--- src/rtl/fetch_pkg.sv ---
// Shared types and constants for the RV32I instruction fetch stage.
package fetch_pkg;

    localparam int          XLEN     = 32;
    localparam logic [31:0] INST_NOP = 32'h0000_0013;

    typedef enum logic [1:0] {
        BOOT,
        RUN,
        FAULT
    } fetch_state_e;

    typedef struct packed {
        logic [XLEN-1:0] pc;
        logic [XLEN-1:0] inst;
    } fetch_entry_t;

endpackage

--- src/rtl/fetch_unit_if.sv ---
// Fetch-stage bus: instruction-memory request/response, redirect input and decoder handshake.
interface fetch_unit_if;
    import fetch_pkg::*;

    logic            imem_req_valid;
    logic            imem_req_ready;
    logic [XLEN-1:0] imem_req_addr;
    logic            imem_rsp_valid;
    logic [XLEN-1:0] imem_rsp_data;
    logic            redirect_valid;
    logic [XLEN-1:0] redirect_pc;
    logic            inst_valid;
    logic            inst_ready;
    logic [XLEN-1:0] inst;
    logic [XLEN-1:0] inst_pc;
    logic            fetch_fault;

    modport master (
        output imem_req_valid, imem_req_addr, inst_valid, inst, inst_pc, fetch_fault,
        input  imem_req_ready, imem_rsp_valid, imem_rsp_data, redirect_valid, redirect_pc,
               inst_ready
    );

    modport slave (
        input  imem_req_valid, imem_req_addr, inst_valid, inst, inst_pc, fetch_fault,
        output imem_req_ready, imem_rsp_valid, imem_rsp_data, redirect_valid, redirect_pc,
               inst_ready
    );

endinterface

--- src/rtl/fetch_unit_inst_fifo.sv ---
// In-order queue of {pc, inst} entries with registered storage; flush wins over push.
module inst_fifo
    import fetch_pkg::*;
#(
    parameter int DEPTH = 2,
    parameter int CNT_W = $clog2(DEPTH + 1)
) (
    input  logic             clk,
    input  logic             rst,
    input  logic             push_i,
    input  logic             pop_i,
    input  logic             flush_i,
    input  fetch_entry_t     wdata_i,
    output fetch_entry_t     rdata_o,
    output logic             valid_o,
    output logic [CNT_W-1:0] count_o
);

    localparam int PTR_W = (DEPTH > 1) ? $clog2(DEPTH) : 1;

    fetch_entry_t     mem_q [DEPTH];
    logic [PTR_W-1:0] rd_ptr_q, wr_ptr_q;
    logic [CNT_W-1:0] count_q;
    logic             do_push, do_pop;

    assign do_pop  = pop_i && (count_q != '0);
    assign do_push = push_i && ((count_q != CNT_W'(DEPTH)) || do_pop);

    // DEPTH is a power of two, so pointers wrap naturally
    always_ff @(posedge clk) begin
        if (rst || flush_i) begin
            rd_ptr_q <= '0;
            wr_ptr_q <= '0;
            count_q  <= '0;
        end else begin
            if (do_push) wr_ptr_q <= wr_ptr_q + PTR_W'(1);
            if (do_pop)  rd_ptr_q <= rd_ptr_q + PTR_W'(1);
            case ({do_push, do_pop})
                2'b10:   count_q <= count_q + CNT_W'(1);
                2'b01:   count_q <= count_q - CNT_W'(1);
                default: ;
            endcase
        end
    end

    always_ff @(posedge clk) begin
        if (do_push && !flush_i) mem_q[wr_ptr_q] <= wdata_i;
    end

    assign rdata_o = mem_q[rd_ptr_q];
    assign valid_o = count_q != '0;
    assign count_o = count_q;

endmodule

--- src/rtl/fetch_unit.sv ---
// RV32I fetch stage: PC generation, credit-limited imem requests, redirect/flush and an
// in-order instruction queue feeding the decoder.
module fetch_unit
    import fetch_pkg::*;
#(
    parameter logic [XLEN-1:0] RESET_PC   = 32'h0000_0000,
    parameter int              IBUF_DEPTH = 2
) (
    input logic          clk,
    input logic          rst,
    fetch_unit_if.master bus
);

    localparam int             CNT_W  = $clog2(IBUF_DEPTH + 1);
    localparam logic [CNT_W:0] CREDIT = (CNT_W + 1)'(IBUF_DEPTH);
    localparam logic [CNT_W-1:0] ONE  = CNT_W'(1);

    fetch_state_e     state_q, state_d;
    logic [XLEN-1:0]  pc_q, pc_d;
    logic [XLEN-1:0]  rsp_pc_q, rsp_pc_d;
    logic [CNT_W-1:0] pend_q, pend_d;
    logic [CNT_W-1:0] drop_q, drop_d;
    logic [CNT_W-1:0] fifo_count;
    logic [CNT_W:0]   inflight;
    logic             redirect, misaligned, req_fire, rsp_in, rsp_keep;
    logic             fifo_pop, fifo_valid;
    fetch_entry_t     fifo_head, fifo_wdata;

    assign redirect   = bus.redirect_valid;
    assign misaligned = bus.redirect_pc[1:0] != 2'b00;
    assign rsp_in     = bus.imem_rsp_valid && (pend_q != '0);
    assign inflight   = {1'b0, pend_q} + {1'b0, fifo_count};

    assign bus.imem_req_valid = (state_q == RUN) && !redirect && (inflight < CREDIT);
    assign bus.imem_req_addr  = pc_q;
    assign req_fire           = bus.imem_req_valid && bus.imem_req_ready;

    // Responses are in order and requests are sequential between redirects, so the PC of
    // the next kept response is simply tracked as a running address.
    assign rsp_keep   = bus.imem_rsp_valid && (drop_q == '0) && !redirect;
    assign fifo_wdata = '{pc: rsp_pc_q, inst: bus.imem_rsp_data};
    assign fifo_pop   = fifo_valid && bus.inst_ready;

    always_comb begin
        state_d = state_q;
        case (state_q)
            BOOT:    state_d = (redirect && misaligned) ? FAULT : RUN;
            RUN:     if (redirect && misaligned) state_d = FAULT;
            FAULT:   if (redirect && !misaligned) state_d = RUN;
            default: state_d = BOOT;
        endcase
    end

    always_comb begin
        pend_d = pend_q;
        if (req_fire) pend_d = pend_d + ONE;
        if (rsp_in)   pend_d = pend_d - ONE;

        // On redirect every still-outstanding response becomes stale
        drop_d = drop_q;
        if (redirect)
            drop_d = rsp_in ? pend_q - ONE : pend_q;
        else if (bus.imem_rsp_valid && (drop_q != '0))
            drop_d = drop_q - ONE;

        pc_d = pc_q;
        if (redirect)      pc_d = bus.redirect_pc;
        else if (req_fire) pc_d = pc_q + 32'd4;

        rsp_pc_d = rsp_pc_q;
        if (redirect)      rsp_pc_d = bus.redirect_pc;
        else if (rsp_keep) rsp_pc_d = rsp_pc_q + 32'd4;
    end

    always_ff @(posedge clk) begin
        if (rst) begin
            state_q  <= BOOT;
            pc_q     <= RESET_PC;
            rsp_pc_q <= RESET_PC;
            pend_q   <= '0;
            drop_q   <= '0;
        end else begin
            state_q  <= state_d;
            pc_q     <= pc_d;
            rsp_pc_q <= rsp_pc_d;
            pend_q   <= pend_d;
            drop_q   <= drop_d;
        end
    end

    inst_fifo #(
        .DEPTH (IBUF_DEPTH),
        .CNT_W (CNT_W)
    ) u_inst_fifo (
        .clk     (clk),
        .rst     (rst),
        .push_i  (rsp_keep),
        .pop_i   (fifo_pop),
        .flush_i (redirect),
        .wdata_i (fifo_wdata),
        .rdata_o (fifo_head),
        .valid_o (fifo_valid),
        .count_o (fifo_count)
    );

    assign bus.inst_valid  = fifo_valid;
    assign bus.inst        = fifo_valid ? fifo_head.inst : INST_NOP;
    assign bus.inst_pc     = fifo_valid ? fifo_head.pc : '0;
    assign bus.fetch_fault = state_q == FAULT;

endmodule

--- src/flat_wrapper.sv ---
// flat-port wrapper written by rule: the top's interface ports become plain ports
module fetch_unit_flat import fetch_pkg::*;
#(
    parameter logic [XLEN-1:0] RESET_PC   = 32'h0000_0000,
    parameter int              IBUF_DEPTH = 2
)
  (clk, rst, bus_imem_req_valid, bus_imem_req_addr, bus_inst_valid, bus_inst, bus_inst_pc, bus_fetch_fault, bus_imem_req_ready, bus_imem_rsp_valid, bus_imem_rsp_data, bus_redirect_valid, bus_redirect_pc, bus_inst_ready);
  fetch_unit_if bus_i ();
  input logic clk;
  input logic rst;
  output wire logic [$bits(bus_i.imem_req_valid)-1:0] bus_imem_req_valid;
  output wire logic [$bits(bus_i.imem_req_addr)-1:0] bus_imem_req_addr;
  output wire logic [$bits(bus_i.inst_valid)-1:0] bus_inst_valid;
  output wire logic [$bits(bus_i.inst)-1:0] bus_inst;
  output wire logic [$bits(bus_i.inst_pc)-1:0] bus_inst_pc;
  output wire logic [$bits(bus_i.fetch_fault)-1:0] bus_fetch_fault;
  input wire logic [$bits(bus_i.imem_req_ready)-1:0] bus_imem_req_ready;
  input wire logic [$bits(bus_i.imem_rsp_valid)-1:0] bus_imem_rsp_valid;
  input wire logic [$bits(bus_i.imem_rsp_data)-1:0] bus_imem_rsp_data;
  input wire logic [$bits(bus_i.redirect_valid)-1:0] bus_redirect_valid;
  input wire logic [$bits(bus_i.redirect_pc)-1:0] bus_redirect_pc;
  input wire logic [$bits(bus_i.inst_ready)-1:0] bus_inst_ready;
  assign bus_imem_req_valid = bus_i.imem_req_valid;
  assign bus_imem_req_addr = bus_i.imem_req_addr;
  assign bus_inst_valid = bus_i.inst_valid;
  assign bus_inst = bus_i.inst;
  assign bus_inst_pc = bus_i.inst_pc;
  assign bus_fetch_fault = bus_i.fetch_fault;
  assign bus_i.imem_req_ready = bus_imem_req_ready;
  assign bus_i.imem_rsp_valid = bus_imem_rsp_valid;
  assign bus_i.imem_rsp_data = bus_imem_rsp_data;
  assign bus_i.redirect_valid = bus_redirect_valid;
  assign bus_i.redirect_pc = bus_redirect_pc;
  assign bus_i.inst_ready = bus_inst_ready;
  fetch_unit #(.RESET_PC(RESET_PC), .IBUF_DEPTH(IBUF_DEPTH)) u_core (.clk(clk), .rst(rst), .bus(bus_i));
endmodule
--- config.mk ---
export PLATFORM = sky130hd
export DESIGN_NAME = fetch_unit_flat
export DESIGN_NICKNAME = d
export VERILOG_FILES = /design/src/rtl/fetch_pkg.sv /design/src/rtl/fetch_unit_if.sv /design/src/rtl/fetch_unit_inst_fifo.sv /design/src/rtl/fetch_unit.sv /design/src/flat_wrapper.sv
export SDC_FILE = /design/constraint.sdc
export NUM_CORES = 1
export LEC_CHECK = 0
export CAP_MARGIN = 40
export CORE_MARGIN = 3
export CORE_UTILIZATION = 47
export DETAILED_ROUTE_END_ITERATION = 8
export MAX_ROUTING_LAYER = met4
export PLACE_DENSITY = 0.85
export SLEW_MARGIN = 0
export SYNTH_ARGS = -nofsm -noshare
export SYNTH_HDL_FRONTEND = slang
export SYNTH_SLANG_ARGS = --single-unit
--- constraint.sdc ---
create_clock -name clk -period 5.9 [get_ports clk]
set_clock_uncertainty 0.15 [all_clocks]
set_input_delay 1.77 -clock clk [delete_from_list [all_inputs] [get_ports clk]]
set_output_delay 1.77 -clock clk [all_outputs]
set_load 0.01 [all_outputs]
==> After elaboration in Yosys (flattened, before gate mapping) <==
Memory sizes are Yosys's and may differ from the RTL's. A register that Yosys moved wholly into a read port is not among the register bits.
Cells that the tools add are included.
{ "classes": {"n_addsub": 11, "order_cmp": 1, "eq_ne": 7, "muxes": 20, "reduce_logical": 28} }
{ "op_table": {"columns": ["cell", "n"], "rows": [
  ["32-bit two-way mux", 6],
  ["32-bit by 3-bit adder with 32-bit output, second input constant", 2],
  ["2-bit two-way mux", 8],
  ["2-bit nonzero test", 8],
  ["1-bit logical AND", 13],
  ["2-bit by 1-bit subtractor with 2-bit output, second input constant", 4],
  ["2-bit one-hot mux with 3 select lines", 1],
  ["2-bit by 1-bit adder with 2-bit output, second input constant", 2],
  ["2-bit by 1-bit equality test with 1-bit output, second input constant", 2],
  ["2-bit equality test, second input constant", 2],
  ["2-bit logical NOT", 2],
  ["1-bit two-way mux", 4],
  ["2-bit inequality test, second input constant", 2],
  ["2-bit one-hot mux with 2 select lines", 1],
  ["2-bit by 2-bit adder with 3-bit output", 1],
  ["3-bit by 2-bit less-than comparator with 1-bit output, second input constant", 1],
  ["1-bit adder, second input constant", 2],
  ["1-bit logical NOT", 2],
  ["1-bit logical OR", 2],
  ["2-bit by 1-bit inequality test with 1-bit output, second input constant", 1],
  ["2-bit AND reduction", 1]
]} }
{ "word_totals": {"register_bits": 74, "ramBits": 128, "word_cells": 76, "memories": 1} }
{ "memory_table": {"columns": ["memory", "depth", "width", "rd", "rd_ports_with_merged_regs", "write_ports", "line_no", "source"], "rows": [
  ["u_core.u_inst_fifo.mem_q", 2, 64, 1, 1, 1, "fetch_unit_inst_fifo.sv:21", "fetch_entry_t mem_q [DEPTH];"]
]} }

==> Logic depth before layout (Yosys ltp) <==
{ "logic_depth": {"ltp_word": 8, "mapped_depth": 10} }

==> By module <==
A second synthesis with hierarchy kept.
{ "hier_totals": {"hier_cells": 802, "hier_area_um2": 9336.5} }
{ "by_module_without_submodules": {"columns": ["module", "instances", "cells_each", "area_per_inst_um2", "seq_area_each_um2"], "rows": [
  ["inst_fifo", 1, 227, 4879.7, 3943.8],
  ["fetch_unit", 1, 575, 4456.8, 1401.3]
]} }

==> Least setup slack after synthesis <==
No wires, ideal clock.
{ "synth_path": {"path_type": "input to register", "from": "in bus_imem_rsp_valid", "to": "mem u_core.u_inst_fifo.mem_q[0][0] (netlist name), enable pin", "setup_ns": 0.494, "arrival_ns": 5.506, "slack_ns": -0.250, "path_stages": 5, "path_buffers": 2, "cell_sequence": "nand2_1 -> clkbuf_1 -> clkbuf_1 -> a211oi_1 -> nor2b_1"} }
{ "synth_via": {"elab_chain_len": 6} }
{ "synth_rtl": {"columns": ["item", "line_no", "source"], "rows": [
  ["from (decl)", "flat_wrapper.sv:18", "input wire logic [$bits(bus_i.imem_rsp_valid)-1:0] bus_imem_rsp_valid;"],
  ["1-bit logical AND (2 in series)", "fetch_unit.sv:40", "assign rsp_keep = bus.imem_rsp_valid && (drop_q == '0) && !redirect;"],
  ["1-bit logical AND", "fetch_unit_inst_fifo.sv:27", "assign do_push = push_i && ((count_q != CNT_W'(DEPTH)) || do_pop);"],
  ["1-bit logical AND", "fetch_unit_inst_fifo.sv:47", "if (do_push && !flush_i) mem_q[wr_ptr_q] <= wdata_i;"],
  ["1-bit two-way mux", "fetch_unit_inst_fifo.sv:47", null],
  ["1-bit two-way mux (not written as such)", "fetch_unit_inst_fifo.sv:47", null],
  ["to (decl)", "fetch_unit_inst_fifo.sv:21", null]
]} }
No other way between the ends.

==> Final worst setup path <==
{ "layout_path": {"from": "in bus_redirect_valid", "to": "out bus_imem_req_valid"} }
{ "layout_via": {"elab_chain_len": 3} }
{ "layout_rtl": {"columns": ["item", "line_no", "source"], "rows": [
  ["from (decl)", "flat_wrapper.sv:20", "input wire logic [$bits(bus_i.redirect_valid)-1:0] bus_redirect_valid;"],
  ["1-bit logical NOT", "fetch_unit.sv:34", "assign bus.imem_req_valid = (state_q == RUN) && !redirect && (inflight < CREDIT);"],
  ["1-bit logical AND (2 in series)", "fetch_unit.sv:34", null],
  ["to (decl)", "flat_wrapper.sv:11", "output wire logic [$bits(bus_i.imem_req_valid)-1:0] bus_imem_req_valid;"]
]} }
No other way between the ends.

==> impl_metrics.ini <==
[sta]
period_share_pct = 88.8
slew_headroom_pct = 39.8
setup_viol_count_final = 0
max_slew.worst_pin.slew_ns = 0.903
unrepaired_setup_endpoints_after_global_routing = no
final-max-slew-violation-count = 0
totalNegativeSetupSlack_ns = 0
maxClockFrequency_ghz = 0.191
timing.final.crit_period_ns = 5.24
finalHoldViolCount = 0

[placement]
io_buffer_count = 168
placed_cells_incl_taps = 1158
hpwl_mm = 13.9
gp_congestion = 0.845

[clocking]
cts_post_setup_buffers_inserted = 0
path_clk_slew_ns = 0.06
worst_skew_pair.late_latency_ns = 0.49
holdBufCountCts = 0
cts_resized = 0
clk_root_buffer_cell = sky130_fd_sc_hd__clkbuf_16
cts-buffers-inserted = 22
clock_tree_from_tritoncts = done
clock_tree.buffer_depth = 3
clock_sink_count = 203
htreeDepth = 1

[logic_synthesis]
multiplexer_area_fraction_after_synthesis_pct = 8.36
largest_family_of_logic_cells_by_synthesized_area = simple AND/OR/NAND/NOR gates
yosys_most_used_dff = sky130_fd_sc_hd__edfxtp_1
synth_xor_xnor_area_share_pct = 3.82
synthArstFlopShare_pct = 0
yosysWarnings = 0
syn_area_um2 = 8950
yosys.area_share.simple_pct = 16.0
yosysUniqueCellTypes = 52
synth-edff-count = 128
synth_area_in_compound_gates_pct = 8.53
netlist_instances = 795
yosys-top-cells-area = sky130_fd_sc_hd__edfxtp_1 43%, sky130_fd_sc_hd__dfxtp_1 17%, sky130_fd_sc_hd__mux2i_1 7.6%
synth_seq_area_share_pct = 59.7
synth_nets = 870
syn_area_per_cell_um2 = 11.3
synth_largest_area_cell = sky130_fd_sc_hd__edfxtp_1
post_synth_fa_ha_maj_area_fraction_pct = 0.783
post-synth-top-area-fraction_pct = 42.9
synth.ff_latch_count = 203

[worst_setup_path]
timing.critical_path.max_delay_family = buffers and inverters
critPathRequiredTime_ns = 3.98
critPathKind = primary input to primary output
critPathCaptureType = primary output
max_stage_delay_ns = 0.53
critical_path_buffers_and_inverters = 2
cp_data_arrival_time_ns = 3.32
critical_path.startpoint_type = primary input
ff2ff_setup_slack_ns = 3.06
r2r.worst_path.cells = 8
crit_path_start = bus_redirect_valid
critical_path.slowest_cell = sky130_fd_sc_hd__clkdlybuf4s50_1
crit_path_max_fanout = 4
rr_endpoint = u_core.bus.imem_req_addr[8]$_SDFFE_PP0P_
cp_common_cell = sky130_fd_sc_hd__clkdlybuf4s50_1
worstReg2RegStart = u_core.u_inst_fifo.count_o[0]$_SDFFE_PP0P_
worstPathCellList = clkdlybuf4s50_1 > nor4b_2 > and2_1 > clkdlybuf4s50_1

[drt]
vias_per_cell = 5.59
totalWireLength_mm = 20.5
initialDrtViolationCount = 440
vias = 6702
dr.max_layer_used = met4
route.detailed.wl_per_inst_um = 17.1
drt-pass1-iter-count = 7
wl_met1_mm = 9.19
wl_met2_mm = 9.16
drc_errors = 0
antenna_violating_nets_post_route = 0
dr_wl_met3_mm = 1.76

[worst_hold_path]
worst_hold_path.endpoint = u_core.bus.imem_req_addr[0]$_SDFFE_PP0P_
hold_startpoint = u_core.bus.imem_req_addr[0]$_SDFFE_PP0P_
holdCritPathClass = flop to flop
holdPathStages = 2

[floorplan]
dieHeight_um = 144
dieWidth_um = 144
design.portCount = 169
std_cell_rows = 49
floorplan.core_area_um2 = 18300
die_area_um2 = 20700
start_util_pct = 48.8

[layout]
share_of_cells_above_drive_strength_1_pct = 7.84
layout.cells.most_common_list = 167 x sky130_fd_sc_hd__clkdlybuf4s50_1, 128 x sky130_fd_sc_hd__edfxtp_1, 103 x sky130_fd_sc_hd__nor2_1, 74 x sky130_fd_sc_hd__dfxtp_1, 68 x sky130_fd_sc_hd__mux2i_1
num_antenna_cells = 0
layout.nets = 1028
finish.cell_count_without_fillers = 1198
flow.area_growth_from_synthesis_pct = 29.5
final_common_cell = sky130_fd_sc_hd__clkdlybuf4s50_1

[pwr]
pwr_density_cell_nw_per_um2 = 291
vdd_drop_max_mv = 0.185
power.static_leakage_nw = 3.81

[global_routing]
grt_first_pass_wirelength_mm = 32.7
grt_usage_pct = 20.1
first_global_vias = 6334
grt_overflow_total = 0
largest_net_degree_at_the_start_of_global_routing = 65
antenna_violations_before_repair = 0

[flow_run]
max_cap_violations = 0

[outcome]
run_status = finished clean
worst min-delay path, stage by stage (launching register included):
cell and delay [ns]:
sky130_fd_sc_hd__dfxtp_1 0.31, sky130_fd_sc_hd__nand2_1 0.05, sky130_fd_sc_hd__a21oi_1 0.05
final cells by class:
class	count	area, µm²
multi-input cells	528	3370
repair buffers	182	1820
fillers	1392	6740
clock buffers	30	623
flip-flops and latches	203	5350
inverters	16	60.1
well taps	229	287
clock inverters	10	81.3
per-layer routing:
| metal | GRT usage, % | vias up |
|---|---|---|
| met5 | - | - |
| li1 | - | 3234 |
| met1 | 28.5 | 3139 |
| met3 | 3.34 | 38 |
| met4 | 5.35 | 0 |
| met2 | 30.2 | 291 |
per-stage QoR:
step                      power (W)  util, %  instance area, µm²  setup WS [ns]  hold WS [ns]
after CTS                   0.00340     63.3               11600          0.647         0.315
after floorplan             0.00189        -                8950          0.963         0.275
after global placement      0.00207     59.1               10800          0.722         0.295
after detailed placement    0.00208     59.4               10900          0.654         0.304
final                       0.00337     63.3               11600          0.661         0.310
after global routing        0.00352     63.3               11600          0.551         0.329
synthesized netlist by cell type (6+ instances only):
| master | n |
|---|---|
| sky130_fd_sc_hd__nand3_1 | 31 |
| sky130_fd_sc_hd__inv_1 | 15 |
| sky130_fd_sc_hd__clkbuf_1 | 34 |
| sky130_fd_sc_hd__nor2_1 | 104 |
| sky130_fd_sc_hd__nand2_1 | 62 |
| sky130_fd_sc_hd__and3_1 | 8 |
| sky130_fd_sc_hd__xor2_1 | 15 |
| sky130_fd_sc_hd__mux2i_1 | 68 |
| sky130_fd_sc_hd__nand4_1 | 19 |
| sky130_fd_sc_hd__o22ai_1 | 7 |
| sky130_fd_sc_hd__xnor2_1 | 24 |
| sky130_fd_sc_hd__o21ai_0 | 14 |
| sky130_fd_sc_hd__edfxtp_1 | 128 |
| sky130_fd_sc_hd__nor3_1 | 13 |
| sky130_fd_sc_hd__dfxtp_1 | 75 |
| sky130_fd_sc_hd__o211ai_1 | 6 |
| sky130_fd_sc_hd__nor4_1 | 8 |
| sky130_fd_sc_hd__and2_1 | 8 |
| sky130_fd_sc_hd__a211oi_1 | 19 |
| sky130_fd_sc_hd__mux2_2 | 6 |
| sky130_fd_sc_hd__buf_1 | 12 |
| sky130_fd_sc_hd__a21oi_1 | 35 |
| sky130_fd_sc_hd__a31oi_1 | 21 |
| sky130_fd_sc_hd__or3_1 | 6 |
logic make-up (layout without fill, tap and decap cells):
family,Yosys count,count (layout)
AOI/OAI and AO/OA,120,120
DFF,203,203
and+or+nand+nor,290,290
adders and majority gates,5,5
xor gates and xnor gates,39,39
buffers and inverters,64,238
muxes,74,74
registers in the layout, indices dropped and copies added, names as in the netlist, named ones only:
register and cells:
u_core.bus.imem_req_addr 32, u_core.drop_q 2, u_core.pend_q 2, u_core.rsp_pc_q 32, u_core.state_q 2, u_core.u_inst_fifo.count_o 2, u_core.u_inst_fifo.mem_q 128, u_core.u_inst_fifo.rd_ptr_q 1
u_core.u_inst_fifo.wr_ptr_q 1
how the worst max path moves through the flow:
stage / to / depth (start not counted)
final: bus_imem_req_valid / 4
after global routing: bus_imem_req_valid / 4
after CTS: bus_imem_req_valid / 4
after detailed placement: bus_imem_req_valid / 4
after global placement: bus_imem_req_valid / 4
after floorplan: u_core.u_inst_fifo.mem_q[0][0]$_DFFE_PP_ / 5
power by group:
part	internal (W)	switching, W	total [W]
logic	0.000195	0.000201	0.000396
registers	0.00160	0.0000620	0.00166
clock network	0.000786	0.000531	0.00132
total	0.00258	0.000794	0.00337
(Power assumes the default switching activity.)
